**config.mk**
```make
export PLATFORM = sky130hd
export DESIGN_NAME = hazard_ctrl
export DESIGN_NICKNAME = d
export VERILOG_FILES = /design/src/rtl/hazard_ctrl.sv
export SDC_FILE = /design/constraint.sdc
export NUM_CORES = 1
export LEC_CHECK = 0
export BUFFER_PORTS_ARGS = -buffer_cell sky130_fd_sc_hd__buf_2
export CELL_PAD_IN_SITES_DETAIL_PLACEMENT = 0
export CELL_PAD_IN_SITES_GLOBAL_PLACEMENT = 1
export CORE_ASPECT_RATIO = 0.9
export CORE_MARGIN = 4
export CORE_UTILIZATION = 30
export CTS_CLUSTER_SIZE = 24
export DETAILED_ROUTE_END_ITERATION = 10
export PLACE_DENSITY_LB_ADDON = 0.2
export RECOVER_POWER = 50
export SYNTH_ARGS = -nofsm -noshare
export SYNTH_HDL_FRONTEND = slang
export SYNTH_SLANG_ARGS = --single-unit
```
**constraint.sdc**
```tcl
create_clock -name clk -period 3 [get_ports clk]
set_input_delay 0 -clock clk [delete_from_list [all_inputs] [get_ports clk]]
set_output_delay 0 -clock clk [all_outputs]
set_load 0.05 [all_outputs]
```
**src/rtl/hazard_ctrl.sv**
```systemverilog
`default_nettype none
// ============================================================================
//  Module   : hazard_ctrl
//  Brief    : Pipeline sequencer for the IF/ID/EX front end. It generates
//             the IF/PC enable and the ID-stage enable and bubble controls.
//             A load-use hazard inserts a single bubble. The pipe freezes
//             while a data-memory access is still unacknowledged. An access
//             that never completes is trapped into a sticky error state.
//  Options  : HAZARD_PERF_CNT_EN -- adds saturating counters for load-use
//             bubbles and memory-freeze cycles.
//  Revision : 1.0 - initial release
// ============================================================================
module hazard_ctrl #(
    parameter int RF_SIZE      = 5,
    parameter int WAIT_W       = 4,
    parameter int MAX_MEM_WAIT = 15
`ifdef HAZARD_PERF_CNT_EN
    ,
    parameter int CNT_W        = 32
`endif
) (
    input  logic               clk,
    input  logic               rst,
    input  logic               id_valid_i,
    input  logic [6:0]         id_opcode_i,
    input  logic [RF_SIZE-1:0] id_rs1_i,
    input  logic [RF_SIZE-1:0] id_rs2_i,
    input  logic [RF_SIZE-1:0] ex_rd_i,
    input  logic               ex_mem_re_i,
    input  logic               dmem_req_i,
    input  logic               dmem_ack_i,
    output logic               if_en_o,
    output logic               id_en_o,
    output logic               id_bubble_o,
    output logic               stall_o,
    output logic               timeout_err_o
`ifdef HAZARD_PERF_CNT_EN
    ,
    output logic [CNT_W-1:0]   lu_stall_cnt_o,
    output logic [CNT_W-1:0]   mem_wait_cnt_o
`endif
);

    localparam logic [1:0] ST_RUN      = 2'd0;
    localparam logic [1:0] ST_MEM_WAIT = 2'd1;
    localparam logic [1:0] ST_ERR      = 2'd2;

    localparam logic [6:0] OP_RTYPE = 7'b0110011;
    localparam logic [6:0] OP_STORE = 7'b0100011;
    localparam logic [6:0] OP_ITYPE = 7'b0010011;
    localparam logic [6:0] OP_LOAD  = 7'b0000011;

    localparam logic [WAIT_W-1:0] C_MAX_WAIT = WAIT_W'(MAX_MEM_WAIT);

    logic [1:0]        state_q,   state_d;
    logic [WAIT_W-1:0] wait_cnt_q, wait_cnt_d;
    logic              timeout_q, timeout_d;

    logic w_use1;
    logic w_use2;
    logic w_lu_haz;
    logic w_mem_busy;
    logic w_frozen;

    // Operand-use decode and hazard detection; x0 never creates a hazard.
    always_comb begin
        w_use1 = (id_opcode_i == OP_RTYPE) || (id_opcode_i == OP_STORE) ||
                 (id_opcode_i == OP_ITYPE) || (id_opcode_i == OP_LOAD);
        w_use2 = (id_opcode_i == OP_RTYPE) || (id_opcode_i == OP_STORE);
        w_lu_haz = id_valid_i && ex_mem_re_i && (ex_rd_i != '0) &&
                   ((w_use1 && (ex_rd_i == id_rs1_i)) ||
                    (w_use2 && (ex_rd_i == id_rs2_i)));
        w_mem_busy = dmem_req_i && !dmem_ack_i;
    end

    // State register: sequencer state, memory-wait counter, sticky timeout.
    always_ff @(posedge clk) begin
        if (rst) begin
            state_q    <= ST_RUN;
            wait_cnt_q <= '0;
            timeout_q  <= 1'b0;
        end else begin
            state_q    <= state_d;
            wait_cnt_q <= wait_cnt_d;
            timeout_q  <= timeout_d;
        end
    end

    // Next-state logic: enter MEM_WAIT on a busy access, exit on ack or timeout.
    always_comb begin
        state_d    = state_q;
        wait_cnt_d = wait_cnt_q;
        timeout_d  = timeout_q;
        case (state_q)
            ST_RUN: begin
                if (w_mem_busy) begin
                    state_d    = ST_MEM_WAIT;
                    wait_cnt_d = WAIT_W'(1);
                end
            end
            ST_MEM_WAIT: begin
                if (dmem_ack_i) begin
                    state_d    = ST_RUN;
                    wait_cnt_d = '0;
                end else if (wait_cnt_q == C_MAX_WAIT) begin
                    state_d   = ST_ERR;
                    timeout_d = 1'b1;
                end else begin
                    wait_cnt_d = wait_cnt_q + WAIT_W'(1);
                end
            end
            ST_ERR: begin
                state_d = ST_ERR;
            end
            default: begin
                state_d = ST_RUN;
            end
        endcase
    end

    // Mealy outputs: freeze beats bubble beats advance; a bubble while frozen
    // would discard the instruction held in ID, so it waits for the ack cycle.
    always_comb begin
        if_en_o     = 1'b0;
        id_en_o     = 1'b0;
        id_bubble_o = 1'b0;
        w_frozen    = 1'b0;
        if (rst) begin
            id_bubble_o = 1'b1;
        end else begin
            case (state_q)
                ST_RUN, ST_MEM_WAIT: begin
                    if ((state_q == ST_RUN) ? w_mem_busy : !dmem_ack_i) begin
                        w_frozen = 1'b1;
                    end else if (w_lu_haz) begin
                        id_bubble_o = 1'b1;
                    end else begin
                        if_en_o = 1'b1;
                        id_en_o = 1'b1;
                    end
                end
                default: begin
                    w_frozen = 1'b0;
                end
            endcase
        end
        stall_o       = !if_en_o;
        timeout_err_o = timeout_q;
    end

`ifdef HAZARD_PERF_CNT_EN
    logic [CNT_W-1:0] lu_stall_cnt_q;
    logic [CNT_W-1:0] mem_wait_cnt_q;

    // Saturating performance counters for bubbles and memory-freeze cycles.
    always_ff @(posedge clk) begin
        if (rst) begin
            lu_stall_cnt_q <= '0;
            mem_wait_cnt_q <= '0;
        end else begin
            if (id_bubble_o && (lu_stall_cnt_q != '1)) begin
                lu_stall_cnt_q <= lu_stall_cnt_q + CNT_W'(1);
            end
            if (w_frozen && (mem_wait_cnt_q != '1)) begin
                mem_wait_cnt_q <= mem_wait_cnt_q + CNT_W'(1);
            end
        end
    end

    assign lu_stall_cnt_o = lu_stall_cnt_q;
    assign mem_wait_cnt_o = mem_wait_cnt_q;
`endif

endmodule
`default_nettype wire

```
Word-level counts from Yosys, hierarchy flattened
Index checks and enable logic that the tools add are counted.

Add/subtract/negate cells: 1. Eq/ne operators: 12. Multiplexer cells: 17. Bitwise logic cells: 1. Reduce and logical (&&, ||, !) cells: 19.

Operators by type and width (number): == test 7 x 6 -> 1 bit (second input constant) (2); 2-to-1 mux 4 bit (3); == test 5 bit (2); 2-to-1 mux 1 bit (9); one-hot mux 4 bit (2 select lines) (1); == test 7 x 2 -> 1 bit (second input constant) (1); == test 7 x 5 -> 1 bit (second input constant) (1); logical AND 1 bit (6); 2-to-1 mux 2 bit (3); != test 3 bit (second input constant) (2); one-hot mux 2 bit (3 select lines) (1); AND reduction 3 bit (2); nonzero test 5 bit (1); adder 4 x 1 -> 4 bit (second input constant) (1); == test 4 bit (second input constant) (1); logical OR 1 bit (4); == test 2 x 1 -> 1 bit (second input constant) (1); == test 2 bit (second input constant) (1); logical NOT 1 bit (2); logical NOT 2 bit (1); != test 2 bit (second input constant) (1); AND reduction 2 bit (1); nonzero test 2 bit (1); OR reduction 2 bit (1); NOT 1 bit (1).

Register bits: 7. Bits of input ports: 28. Output and inout bits: 5. Word-level logic and storage cells: 53.

Logic depth before layout (Yosys ltp)
Depth in word-level cells: 12. Gate-level depth with buffers: 6. Gate-level depth less buffers: 5.

Least setup slack after synthesis
No wires, ideal clock.

Kind: register to output. Start: register state_q[0]. End: output port id_bubble_o. Arrival time: 1.820 ns. Data required time: 3.000 ns. Setup slack: 1.180 ns. Stages on the path, launching flop included: 5. Path buffers: 1. Path through: dfxtp_1 buf_6 nor2_1 o21ai_0 o31ai_1.

Longest elaborated chain between the ends: 5. Elaborated cells between the ends (all ways): 7. Classes of those cells: eq/ne (1); mux (4); reduce/logical (2).

RTL lines: start, declared (RTL line 55) `logic [1:0] state_q, state_d;`; start signal, assigned (RTL line 83) `state_q <= state_d;`; logical NOT 2 bit (RTL line 131, 133); 2-to-1 mux 1 bit (2 in series) (RTL line 133) `if ((state_q == ST_RUN) ? w_mem_busy : !dmem_ack_i) begin`; 2-to-1 mux 1 bit * (RTL line 131) `case (state_q)`; 2-to-1 mux 1 bit * (RTL line 128) `if (rst) begin`; end, declared (RTL line 34) `output logic id_bubble_o,`.

Every way passes the cells marked *; elsewhere a longest branch is shown, timed or not.

Worst setup path in the final report
Start: register wait_cnt_q[0]. End: register wait_cnt_q[3].

Longest elaborated chain between the ends: 4. Elaborated cells between the ends (all ways): 7. Classes of those cells: add/sub (1); eq/ne (2); mux (3); reduce/logical (1).

RTL lines: start, declared (RTL line 56) `logic [WAIT_W-1:0] wait_cnt_q, wait_cnt_d;`; start signal, assigned (RTL line 84) `wait_cnt_q <= wait_cnt_d;`; adder 4 x 1 -> 4 bit (RTL line 109) `wait_cnt_d = wait_cnt_q + WAIT_W'(1);`; 2-to-1 mux 4 bit (RTL line 105) `end else if (wait_cnt_q == C_MAX_WAIT) begin`; 2-to-1 mux 4 bit (RTL line 102) `if (dmem_ack_i) begin`; one-hot mux 4 bit (2 select lines) (RTL line 94) `case (state_q)`.

Several ways; a longest one is shown, not always the timed one. The select of a mux whose other input is x is not followed. A chain may end at the register's enable or synchronous reset.

==> impl_metrics.yaml <==
power:
  p_seq_frac: 0.395
  swShare: 0.2962
  irDropWorstVdd_mv: 0.2087
  power_mw: 0.2480
  leakage_nw: 0.3116
  intPower_mw: 0.1746
  p_per_area_nw_per_um2: 344.8
  power_frac_comb: 0.270
  switchingPower_mw: 0.07346
  power.share.clock: 0.335
setup_path:
  worst-r2r-cell-count: 5
  critPathLaunch: "wait_cnt_q[0]"
  r2r_end: "wait_cnt_q[3]"
  rr_startpoint: "wait_cnt_q[0]"
  criticalPathCategory: "reg2reg"
  timing.reg2reg.setup_slack_ns: 1.43
  cp_max_fo: 7
  crit_arrival_ns: 1.74
  end_kind: "register"
  startpoint_type: "register"
  crit_required_ns: 3.17
synthesis:
  synth_xor_area_frac: 0.1639
  synth_top_family_by_area: "simple AND/OR/NAND/NOR gates"
  syn_avg_cell_area_um2: 8.480
  yosys.area_share.simple: 0.2600
  synth.cell_area_um2: 534.3
  synth_nets: 92
  seq_area_frac_synth: 0.2623
  synth_fa_ha_area_frac: 0.02342
  yosys_warnings: 0
  synthMuxAreaShare: 0.03747
  synth.distinct_cells: 29
  ys_seq_elements: 7
  synth-compound-area-share: 0.1967
  netlist_instances: 63
layout:
  seqCellArea_um2: 140.1
  final_util: 0.4278
  n_antenna_cell: 0
  drive_gt1_frac: 0.3646
  multi_input_area_um2: 357.8
  syn2layout_area_growth_pct: 34.66
  fin_area_um2: 719.4
  fin_nets: 126
  fillers: 193
timing:
  setup_violations: 0
  fin_crit_sh: 0.5222
  max_freq_ghz: 0.6383
  tightest_slew_ns: 0.5920
  relSlewSlack: 0.6070
  hold_viol: 0
  rsz0062_at_grt: "false"
  tns_ns: 0
  finalWorstSetupSlack_ns: 1.433
  drv_slew: 0
  worst_clock_skew_ns: 0.001110
  layout_min_cycle_time_ns: 1.567
global_route:
  grt_pass1_vias: 487
  grt_max_degree: 9
  grt_first_pass_wirelength_mm: 2.132
  antenna_found_initial: 0
  grtUsageTotal: 0.1171
  grt-ovfl-total: 0
clocking:
  ctsHoldBuffers: 0
  path_clk_slew_ns: 0.05
  clock_sinks: 7
  cts_tree: "yes"
  post_cts_buffers: 0
  cts_root_buf: "clkbuf_4"
  clk_path_buf_depth: 2
  cts_made_buffers: 3
  clk_latency_ns: 0.24
  htree_levels: 1
  post_cts_resized: 0
placement:
  place_area_um2: 700.7
  gp_congestion: 0.7217
  io_buffer_count: 31
  dp_hpwl_mm: 1.094
  pre_cts_slack_ns: 1.608
worst_hold_path:
  hold-path-cell-count: 2
  hold_class: "in2reg"
  min_from: "rst"
  min_to: "wait_cnt_q[1]"
detailed_routing:
  dr.pass1.iters: 4
  wl_per_cell_um: 11.08
  post-route-drc-count: 0
  vias: 566
  drtIter0Drc: 10
  finalWirelength_mm: 1.330
  vias_per_cell: 4.717
  ant_nets: 0
die:
  coreArea_um2: 1682
  die_x_um: 52.49
  rows: 14
  dieHeight_um: 48.04
  dieArea_um2: 2521
  ios: 33
  start_util: 0.3177
job:
  maxCapViolations: 0
outcome:
  status: "finished, final reports clean"
## cell usage in the layout, fill, tap and decap left out, types with 2 or more instances in the layout
cell and n:
nand3_1 2, o21ai_0 5, clkbuf_1 2, and4_1 2, mux2i_1 2, nor4b_1 2
or3_1 2, a21oi_1 4, buf_2 30, clkbuf_4 3, nor2_1 7, dfxtp_1 7
xor2_1 9, inv_1 3
## sequential cells by signal, indices dropped and copies added, names as in the netlist
signal,cells
wait_cnt_q,4
timeout_err_o,1
state_q,2
## stage by stage
| stage | hold slack [ns] | cells |
|---|---|---|
| final | 0.01787 | 120 |
| after global routing | 0.01890 | 120 |
| after CTS | 0.005667 | 120 |
| after detailed placement | 0.2711 | 116 |
| after global placement | 0.2767 | 116 |
| after floorplan | 0.06907 | 63 |
## critical path: stages (launching register included)
cell and delay [ns]:
dfxtp_1 0.33, ha_1 0.22, nand4_1 0.09, o221ai_1 0.25
or3_1 0.43, a21oi_1 0.17
## per-layer routing
metal,track usage,part of all wire
met1,0.1492,0.45
met2,0.1931,0.49
met3,0.05607,0.058
met4,0,0
met5,0,0
## kinds of logic after synthesis
| kind of cell | Yosys count |
|---|---|
| simple gates | 22 |
| fa+ha+maj | 1 |
| xor+xnor | 10 |
| flops | 7 |
| mux | 2 |
| compound gates | 16 |
| buf+inv | 5 |
## synth_stat cells
| library cell | n | share of area |
|---|---|---|
| nand4_1 | 1 | 0.012 |
| or3_1 | 2 | 0.023 |
| and4_1 | 2 | 0.033 |
| dfxtp_1 | 7 | 0.26 |
| o21ai_1 | 1 | 0.0094 |
| or4_1 | 1 | 0.014 |
| o31ai_1 | 1 | 0.014 |
| o211ai_1 | 1 | 0.014 |
| ha_1 | 1 | 0.023 |
| mux2i_1 | 2 | 0.037 |
| nor4_2 | 1 | 0.023 |
| xnor2_1 | 1 | 0.016 |
| buf_4 | 1 | 0.014 |
| o21ai_0 | 5 | 0.047 |
| or2_1 | 1 | 0.012 |
| xor2_1 | 9 | 0.15 |
| o221ai_2 | 1 | 0.028 |
| nor4b_1 | 2 | 0.033 |
| nand3_1 | 2 | 0.019 |
| nor3_1 | 1 | 0.0094 |
| buf_6 | 1 | 0.021 |
| nand2_1 | 1 | 0.0070 |
| o21a_1 | 1 | 0.014 |
| inv_1 | 3 | 0.021 |
| a21oi_1 | 4 | 0.037 |
| nor2b_4 | 1 | 0.026 |
| nor2_1 | 7 | 0.049 |
| a32oi_1 | 1 | 0.016 |
| a2bb2oi_1 | 1 | 0.016 |
## power by group through the flow
stage | registers (mW) | logic, mW | clock network (mW)
floorplan | 0.0983 | 0.0424 | 0
global placement | 0.0999 | 0.0677 | 0
detailed placement | 0.0999 | 0.0679 | 0
CTS | 0.0979 | 0.0681 | 0.0888
global route | 0.0983 | 0.0742 | 0.0939
finish | 0.0979 | 0.0671 | 0.0830
## how the worst max path moves through the flow
stage,endpoint,cells past startpoint
after floorplan,id_bubble_o,4
after global placement,wait_cnt_q[0],5
after global routing,wait_cnt_q[3],5
final,wait_cnt_q[3],5
after CTS,stall_o,5
after detailed placement,wait_cnt_q[3],5
## final cells by class
cell class | instances | area share
flip-flops and latches | 7 | 0.1948
well taps | 24 | 0.04174
repair buffers | 31 | 0.2139
multi-input cells | 51 | 0.4974
clock buffers | 4 | 0.03652
inverters | 3 | 0.01565
Note: power is estimated with default switching activity, not from simulation.
